<file path="config.mk">
export PLATFORM = sky130hd
export DESIGN_NAME = round_judge
export DESIGN_NICKNAME = d
export VERILOG_FILES = /design/src/rtl/round_judge.sv
export SDC_FILE = /design/constraint.sdc
export NUM_CORES = 1
export LEC_CHECK = 0
export CAP_MARGIN = 20
export CORE_UTILIZATION = 53
export DETAILED_ROUTE_END_ITERATION = 8
export PLACE_DENSITY = 0.89
export SETUP_SLACK_MARGIN = 0.15
export SLEW_MARGIN = 20
export SYNTH_ARGS = -nofsm -noshare
export SYNTH_HDL_FRONTEND = slang
export SYNTH_SLANG_ARGS = --single-unit
</file>
<file path="constraint.sdc">
create_clock -name clk -period 1.9 [get_ports clk]
set_clock_uncertainty 0.1 [all_clocks]
set_input_delay 0.19 -clock clk [delete_from_list [all_inputs] [get_ports clk]]
set_output_delay 0.19 -clock clk [all_outputs]
set_load 0.02 [all_outputs]
</file>
<file path="src/rtl/round_judge.sv">
// Two-player round referee: detects crashes, waits a settle window for a near-simultaneous
// second crash, then reports win/draw and keeps match tallies. Optional macro: ROUND_TIMEOUT_EN.
module round_judge #(
  parameter int unsigned SETTLE_CYCLES  = 4,
  parameter int unsigned WIN_TARGET     = 5,
  parameter int unsigned TIMEOUT_CYCLES = 1000
) (
  input  logic       clk,
  input  logic       reset,
  input  logic       start,
  input  logic       crash_p1,
  input  logic       crash_p2,
  input  logic       new_match,
  output logic       p1_win,
  output logic       p2_win,
  output logic       win_strobe,
  output logic       draw,
  output logic       round_active,
  output logic       match_over,
  output logic [3:0] p1_tally,
  output logic [3:0] p2_tally
);

  typedef enum logic [2:0] {
    S_IDLE,
    S_PLAY,
    S_SETTLE,
    S_RESULT,
    S_STROBE,
    S_OVER
  } state_t;

  localparam logic [3:0] SETTLE_LOAD = 4'(SETTLE_CYCLES);
  localparam logic [3:0] TARGET      = 4'(WIN_TARGET);

  if (SETTLE_CYCLES < 1 || SETTLE_CYCLES > 15) begin : g_bad_settle
    $error("round_judge: SETTLE_CYCLES must be 1..15");
  end
  if (WIN_TARGET < 1 || WIN_TARGET > 15) begin : g_bad_target
    $error("round_judge: WIN_TARGET must be 1..15");
  end
  if (TIMEOUT_CYCLES < 1 || TIMEOUT_CYCLES > 65535) begin : g_bad_timeout
    $error("round_judge: TIMEOUT_CYCLES must be 1..65535");
  end

  state_t     state, state_d;
  logic [3:0] settle_cnt, settle_cnt_d;
  logic       hit_p1, hit_p1_d;
  logic       hit_p2, hit_p2_d;
  logic       p1_win_d, p2_win_d;
  logic       win_strobe_d, draw_d;
  logic [3:0] p1_tally_d, p2_tally_d;
`ifdef ROUND_TIMEOUT_EN
  localparam logic [15:0] TIMER_LAST = 16'(TIMEOUT_CYCLES - 1);
  logic [15:0] round_timer, round_timer_d;
`endif

  // NOTE: every next-state variable gets a default before the case, so no path infers a latch.
  always_comb begin
    state_d      = state;
    settle_cnt_d = settle_cnt;
    hit_p1_d     = hit_p1;
    hit_p2_d     = hit_p2;
    p1_win_d     = p1_win;
    p2_win_d     = p2_win;
    win_strobe_d = 1'b0;
    draw_d       = 1'b0;
    p1_tally_d   = p1_tally;
    p2_tally_d   = p2_tally;
`ifdef ROUND_TIMEOUT_EN
    round_timer_d = round_timer;
`endif

    case (state)
      S_IDLE: begin
        if (start) begin
          state_d  = S_PLAY;
          p1_win_d = 1'b0;
          p2_win_d = 1'b0;
`ifdef ROUND_TIMEOUT_EN
          round_timer_d = '0;
`endif
        end
      end

      S_PLAY: begin
        if (crash_p1 || crash_p2) begin
          hit_p1_d     = crash_p1;
          hit_p2_d     = crash_p2;
          settle_cnt_d = SETTLE_LOAD;
          state_d      = S_SETTLE;
        end
`ifdef ROUND_TIMEOUT_EN
        else if (round_timer == TIMER_LAST) begin
          draw_d  = 1'b1;
          state_d = S_IDLE;
        end else begin
          round_timer_d = round_timer + 16'd1;
        end
`endif
      end

      S_SETTLE: begin
        hit_p1_d     = hit_p1 | crash_p1;
        hit_p2_d     = hit_p2 | crash_p2;
        settle_cnt_d = settle_cnt - 4'd1;
        // The decrement that lands on zero is the last settle cycle.
        if (settle_cnt <= 4'd1) begin
          state_d = S_RESULT;
        end
      end

      S_RESULT: begin
        if (hit_p1 && hit_p2) begin
          draw_d  = 1'b1;
          state_d = S_IDLE;
        end else if (hit_p2) begin
          p1_win_d = 1'b1;
          state_d  = S_STROBE;
        end else if (hit_p1) begin
          p2_win_d = 1'b1;
          state_d  = S_STROBE;
        end else begin
          state_d = S_IDLE;
        end
      end

      S_STROBE: begin
        win_strobe_d = 1'b1;
        state_d      = S_IDLE;
        if (p1_win) begin
          if (p1_tally < TARGET) p1_tally_d = p1_tally + 4'd1;
          if (p1_tally + 4'd1 >= TARGET) state_d = S_OVER;
        end else if (p2_win) begin
          if (p2_tally < TARGET) p2_tally_d = p2_tally + 4'd1;
          if (p2_tally + 4'd1 >= TARGET) state_d = S_OVER;
        end
      end

      S_OVER: begin
        state_d = S_OVER;
      end

      default: begin
        state_d = S_IDLE;
      end
    endcase

    // Match restart overrides whatever the state logic decided above.
    if (new_match) begin
      state_d      = S_IDLE;
      p1_tally_d   = '0;
      p2_tally_d   = '0;
      p1_win_d     = 1'b0;
      p2_win_d     = 1'b0;
      win_strobe_d = 1'b0;
      draw_d       = 1'b0;
    end
  end

  // NOTE: sequential state uses non-blocking assignments so all registers update together.
  always_ff @(posedge clk or posedge reset) begin
    if (reset) begin
      state      <= S_IDLE;
      settle_cnt <= '0;
      hit_p1     <= 1'b0;
      hit_p2     <= 1'b0;
      p1_win     <= 1'b0;
      p2_win     <= 1'b0;
      win_strobe <= 1'b0;
      draw       <= 1'b0;
      p1_tally   <= '0;
      p2_tally   <= '0;
`ifdef ROUND_TIMEOUT_EN
      round_timer <= '0;
`endif
    end else begin
      state      <= state_d;
      settle_cnt <= settle_cnt_d;
      hit_p1     <= hit_p1_d;
      hit_p2     <= hit_p2_d;
      p1_win     <= p1_win_d;
      p2_win     <= p2_win_d;
      win_strobe <= win_strobe_d;
      draw       <= draw_d;
      p1_tally   <= p1_tally_d;
      p2_tally   <= p2_tally_d;
`ifdef ROUND_TIMEOUT_EN
      round_timer <= round_timer_d;
`endif
    end
  end

  assign round_active = (state == S_PLAY) || (state == S_SETTLE);
  assign match_over   = (state == S_OVER);

endmodule

</file>
# Word-level counts from Yosys, hierarchy flattened
# Index checks and enable logic that the tools add are counted.
# Widths: inputs -> output; s select.
[word_totals]
reg_bits = 21
inputBits = 6
output_inout_bits = 14
wordCells = 93
[classes]
addsub = 3
n_lt_le_gt_ge = 5
eq_ne = 14
muxes = 42
bitwise_logic = 2
n_reduce_logical = 17
[op_table]
columns = ["cell", "count"]
rows = [
  ["$mux 4", 10],
  ["$mux 3", 11],
  ["$ne 3x3->1 const B", 7],
  ["$pmux 3 s6", 1],
  ["$mux 1", 15],
  ["$reduce_bool 2->1", 6],
  ["$add 4x1->4 const B", 2],
  ["$ge 4x3->1 const B", 2],
  ["$lt 4x3->1 const B", 2],
  ["$pmux 1 s2", 4],
  ["$pmux 4 s2", 1],
  ["$reduce_and 4->1", 2],
  ["$eq 3x2->1 const B", 2],
  ["$eq 3x3->1 const B", 2],
  ["$reduce_and 3->1", 2],
  ["$reduce_and 5->1", 1],
  ["$le 4x1->1 const B", 1],
  ["$ne 2x2->1 const B", 2],
  ["$sub 4x1->4 const B", 1],
  ["$eq 3x1->1 const B", 1],
  ["$logic_not 3->1", 1],
  ["$reduce_bool 3->1", 1],
  ["$logic_or 1x1->1", 2],
  ["$or 1x1->1", 2],
  ["other kinds (2)", 2],
]

# Depth between registers and ports, before layout
[logic_depth]
ltp_word = 7
mapped_depth = 7
depth_no_buf = 7

# Least setup slack after synthesis
# OpenSTA, ideal clock, no wires.
[synth_timing]
path_type = "register to register"
startpoint = "reg p2_tally[0]"
endpoint = "reg state[0]"
setup_time_ns = 0.094
arrival_ns = 1.654
slack_ns = 0.053
path_stages_with_launch = 7
n_path_buf = 0
synth_period_minus_slack_ns = 1.847
cell_sequence = "dfrtp_1 ha_1 xor2_1 a31o_1 a21oi_1 a311o_1 a221oi_2"
[synth_between]
elab_chain_len = 7
[synth_rtl]
columns = ["element", "line_no", "rtl"]
rows = [
  ["start: declaration", "21", "output logic [3:0] p2_tally"],
  ["start signal: assignment", "187", "p2_tally <= p2_tally_d;"],
  ["$add 4x1->4", "136", "if (p2_tally + 4'd1 >= TARGET) state_d = S_OVER;"],
  ["$ge 4x3->1", "136", ""],
  ["$mux 3", "136", ""],
  ["$mux 3", "134", "end else if (p2_win) begin"],
  ["$mux 3", "131", "if (p1_win) begin"],
  ["$pmux 3 s6", "74", "case (state)"],
  ["$mux 3", "150", "if (new_match) begin"],
  ["end signal: assignment", "178", "state <= state_d;"],
  ["end: declaration", "46", "state_t state, state_d;"],
]
# No other way between the ends.
# A chain may end at the register's enable or synchronous reset.

# Worst setup path after layout
[layout_timing]
startpoint = "reg p1_tally[1]"
endpoint = "reg state[2]"
[layout_between]
elab_chain_len = 6
[layout_rtl]
columns = ["element", "line_no", "rtl"]
rows = [
  ["start: declaration", "20", "output logic [3:0] p1_tally,"],
  ["start signal: assignment", "186", "p1_tally <= p1_tally_d;"],
  ["$add 4x1->4", "133", "if (p1_tally + 4'd1 >= TARGET) state_d = S_OVER;"],
  ["$ge 4x3->1", "133", ""],
  ["$mux 3", "133", ""],
  ["$mux 3", "131", ""],
  ["$pmux 3 s6", "74", ""],
  ["$mux 3", "150", ""],
]
# No other way between the ends.

==> flow_metrics.py <==
metrics = {
    "run_status": {
        "status": "finished, final reports clean",
    },
    "routing": {
        "post_drt_wl_per_cell_microns": 14.54,
        "drc": 0,
        "drtIter0Drc": 32,
        "dr.pass1.iters": 4,
        "antenna_left": 0,
        "routed_wirelength_microns": 2879,
        "vias_per_cell": 5.414,
        "vias": 1072,
    },
    "critical_path": {
        "worstPathArrival_ns": 1.94,
        "path_buf_inv": 0,
        "r2r_cells": 5,
        "required_ns": 2.02,
        "path_cells": "ha_1, xor2_1, o21ai_0, a311o_1, a221oi_2",
        "cp_max_fo": 6,
        "cp-start-kind": "flop",
        "path_depth": 5,
        "end_kind": "flop",
        "startpoint": "p1_tally[1]",
        "crit_type": "reg2reg",
        "cp_top_family": "compound AO/OA/AOI/OAI gates",
        "cp_slowest_cell": "dfrtp_2",
        "max_stage_delay_ns": 0.46,
        "r2r_start": "p1_tally[1]",
    },
    "timing": {
        "tightest_slew_ns": 0.4302,
        "final_hold_viol_count": 0,
        "setup_viol": 0,
        "period_share_pct": 96.19,
        "finalSetupTns_ns": 0,
        "slew_headroom_pct": 71.10,
        "slew_violations": 0,
        "period_needed_ns": 1.828,
        "fmax_mhz": 547.2,
        "rsz0062_at_grt": "yes",
    },
    "yosys": {
        "syn_nets": 151,
        "ys_ff_latch": 21,
        "synth_area_sq_mm": 0.001286,
        "synth_cells": 136,
        "avgSynthCellArea_sq_um": 9.458,
        "synth_cell_types": 37,
        "yosysWarnings": 0,
        "synth-edff-count": 0,
        "async_flop_share_pct": 100.0,
        "synthFlopType": "dfrtp_1",
        "ys_seq_area_share_pct": 40.86,
    },
    "final_layout": {
        "final_common_cell": "nor2_1",
        "multi_input_area_sq_um": 737.0,
        "nNetsFinal": 186,
        "n_fill_cell": 157,
        "drive_above_1_share_pct": 25.29,
        "area_growth_pct": 30.93,
        "seqCellArea_sq_um": 531.8,
        "design_area_sq_mm": 0.001684,
        "final_cell_mix": "nor2_1 (19), dfrtp_1 (16), clkdlybuf4s50_1 (15)",
        "antenna_cells": 0,
    },
    "clock_tree": {
        "clock_path_buffers": 2,
        "worst_skew_pair.late_latency_ns": 0.30,
        "cts_tree": "done",
        "cts_inserted_buffers": 3,
        "postCtsHoldBufs": 0,
        "clk_pin_slew_ns": 0.12,
        "h-tree-depth": 1,
        "cts-root-buf": "clkbuf_4",
        "cts_num_sinks": 21,
    },
    "global_route": {
        "grt_start_max_net_pins": 22,
        "grt_use_met3_pct": 2.976,
        "met2_usage_pct": 40.13,
        "grt_pass1_wl_microns": 4312,
        "grt_pass1_vias": 982,
        "grt_overflow": 0,
        "grtUsageTotal_pct": 22.76,
        "busiest_layer": "met2",
        "grtUsageMet1_pct": 28.33,
        "antenna_found_initial": 0,
    },
    "floorplanning": {
        "die_w_microns": 51.27,
        "dieArea_sq_mm": 0.002628,
        "start_util_pct": 57.05,
        "fp.dieH_microns": 51.27,
        "io_pins": 20,
        "fp-row-count": 17,
        "core_area_sq_mm": 0.002255,
    },
    "place": {
        "io_buffer_count": 19,
        "dp_hpwl_microns": 1987,
        "dpl_cell_area_sq_mm": 0.001551,
        "routabilityCongestion": 0.9245,
    },
    "pwr": {
        "p_switching_mw": 0.4659,
        "p_seq_share_pct": 47.6,
        "clkPwrFrac_pct": 17.2,
        "powerDensity_mw_per_mm2": 759.1,
        "leakagePower_nw": 0.7723,
        "power_mw": 1.278,
        "switching_share_pct": 36.44,
        "pwr-share-comb_pct": 35.2,
        "p_int_mw": 0.8125,
        "ir_drop_mv": 0.6213,
    },
    "hold_path": {
        "min_path_type": "in2async",
    },
    "run": {
        "drv_cap": 0,
    },
}
[Yosys cell counts (2+ instances only)]
cell type  count  area [sq um]
dfrtp_1       21         525.5
nor2_1        20         75.07
inv_1         14         52.55
ha_1           9         112.6
a21oi_1        7         35.03
nand2_1        5         18.77
nand3_1        5         25.02
nor3_1         5         25.02
o21ai_0        5         25.02
xor2_1         5         43.79
xnor2_1        4         35.03
nand2b_1       3         18.77
o21ai_1        3         15.01
a211oi_1       2         15.01
a21o_1         2         15.01
a221oi_2       2         30.03
a22o_1         2         17.52
buf_2          2         10.01
or4_1          2         15.01
[worst reg2reg max path: cells and delay by family (launching register included)]
kind	cells	cell delay (ns)
AOI/OAI and AO/OA	3	0.79
DFF	1	0.46
adders and majority gates	1	0.22
xor gates and xnor gates	1	0.17
[registers in the layout, indices dropped and copies added (netlist names)]
| name | cells |
|---|---|
| p1_win | 1 |
| hit_p2 | 1 |
| hit_p1 | 1 |
| p1_tally | 4 |
| state | 3 |
| win_strobe | 1 |
| p2_win | 1 |
| draw | 1 |
| p2_tally | 4 |
| settle_cnt | 4 |
[metal layers]
metal | vias to the layer above | part of all wire, %
met3 | 4 | 1.6
met4 | 0 | 1.0
met2 | 13 | 52
met1 | 524 | 45
li1 | 531 | -
met5 | - | 0
[layout make-up]
type | count | share of cell area (%)
well taps | 28 | 2.080
multi-input cells | 97 | 43.76
repair buffers | 34 | 17.90
clock buffers | 4 | 1.560
flip-flops and latches | 21 | 31.57
inverters | 14 | 3.120
[kinds of logic (layout without fill, tap and decap cells)]
group | after synthesis | after routing | synth area share [%]
AO/OA/AOI/OAI | 29 | 29 | 15.76
multiplexers | 1 | 1 | 0.7782
adder cells (fa/ha/maj) | 9 | 9 | 8.755
flip-flops | 21 | 21 | 40.86
AND/OR/NAND/NOR | 49 | 49 | 21.98
buffers and inverters | 18 | 52 | 5.739
XOR/XNOR | 9 | 9 | 6.128
[power groups by stage]
stage          Sequential, mW  Clock, mW  Combinational, mW
6_report                0.609      0.220              0.449
5_1_grt                 0.621      0.241              0.501
4_1_cts                 0.608      0.229              0.430
3_5_place_dp            0.618          0              0.426
3_3_place_gp            0.613          0              0.392
2_1_floorplan           0.601          0              0.291
[final timing paths]
| kind | to | slack (ns) |
|---|---|---|
| max | state[2] | 0.07 |
| max reg2reg | state[2] | 0.07 |
| min | state[2] | 0.09 |
| min reg2reg | settle_cnt[3] | 0.40 |
| min in group clk | settle_cnt[3] | 0.40 |
| max in group asynchronous | p2_tally[1] | 1.37 |
[repair_timing]
action / 4_1_cts / 5_1_grt
pin swaps: 4 / 7
hold endpoints to repair: 0 / 0
setup endpoints to repair: 10 / 18
setup buffers: 6 / 3
resized for setup: 5 / 16
[stage by stage]
stage	setup WS (ns)	hold slack (ns)	utilization [%]	cells
6_report	0.07241	0.09232	74.69	198
5_1_grt	0.009690	0.1341	74.69	198
2_1_floorplan	0.1595	0.06632	-	136
3_3_place_gp	0.1503	0.3615	68.81	185
3_5_place_dp	0.1000	0.3748	68.81	185
4_1_cts	0.1071	0.09760	72.03	195
(Power assumes the default switching activity.)
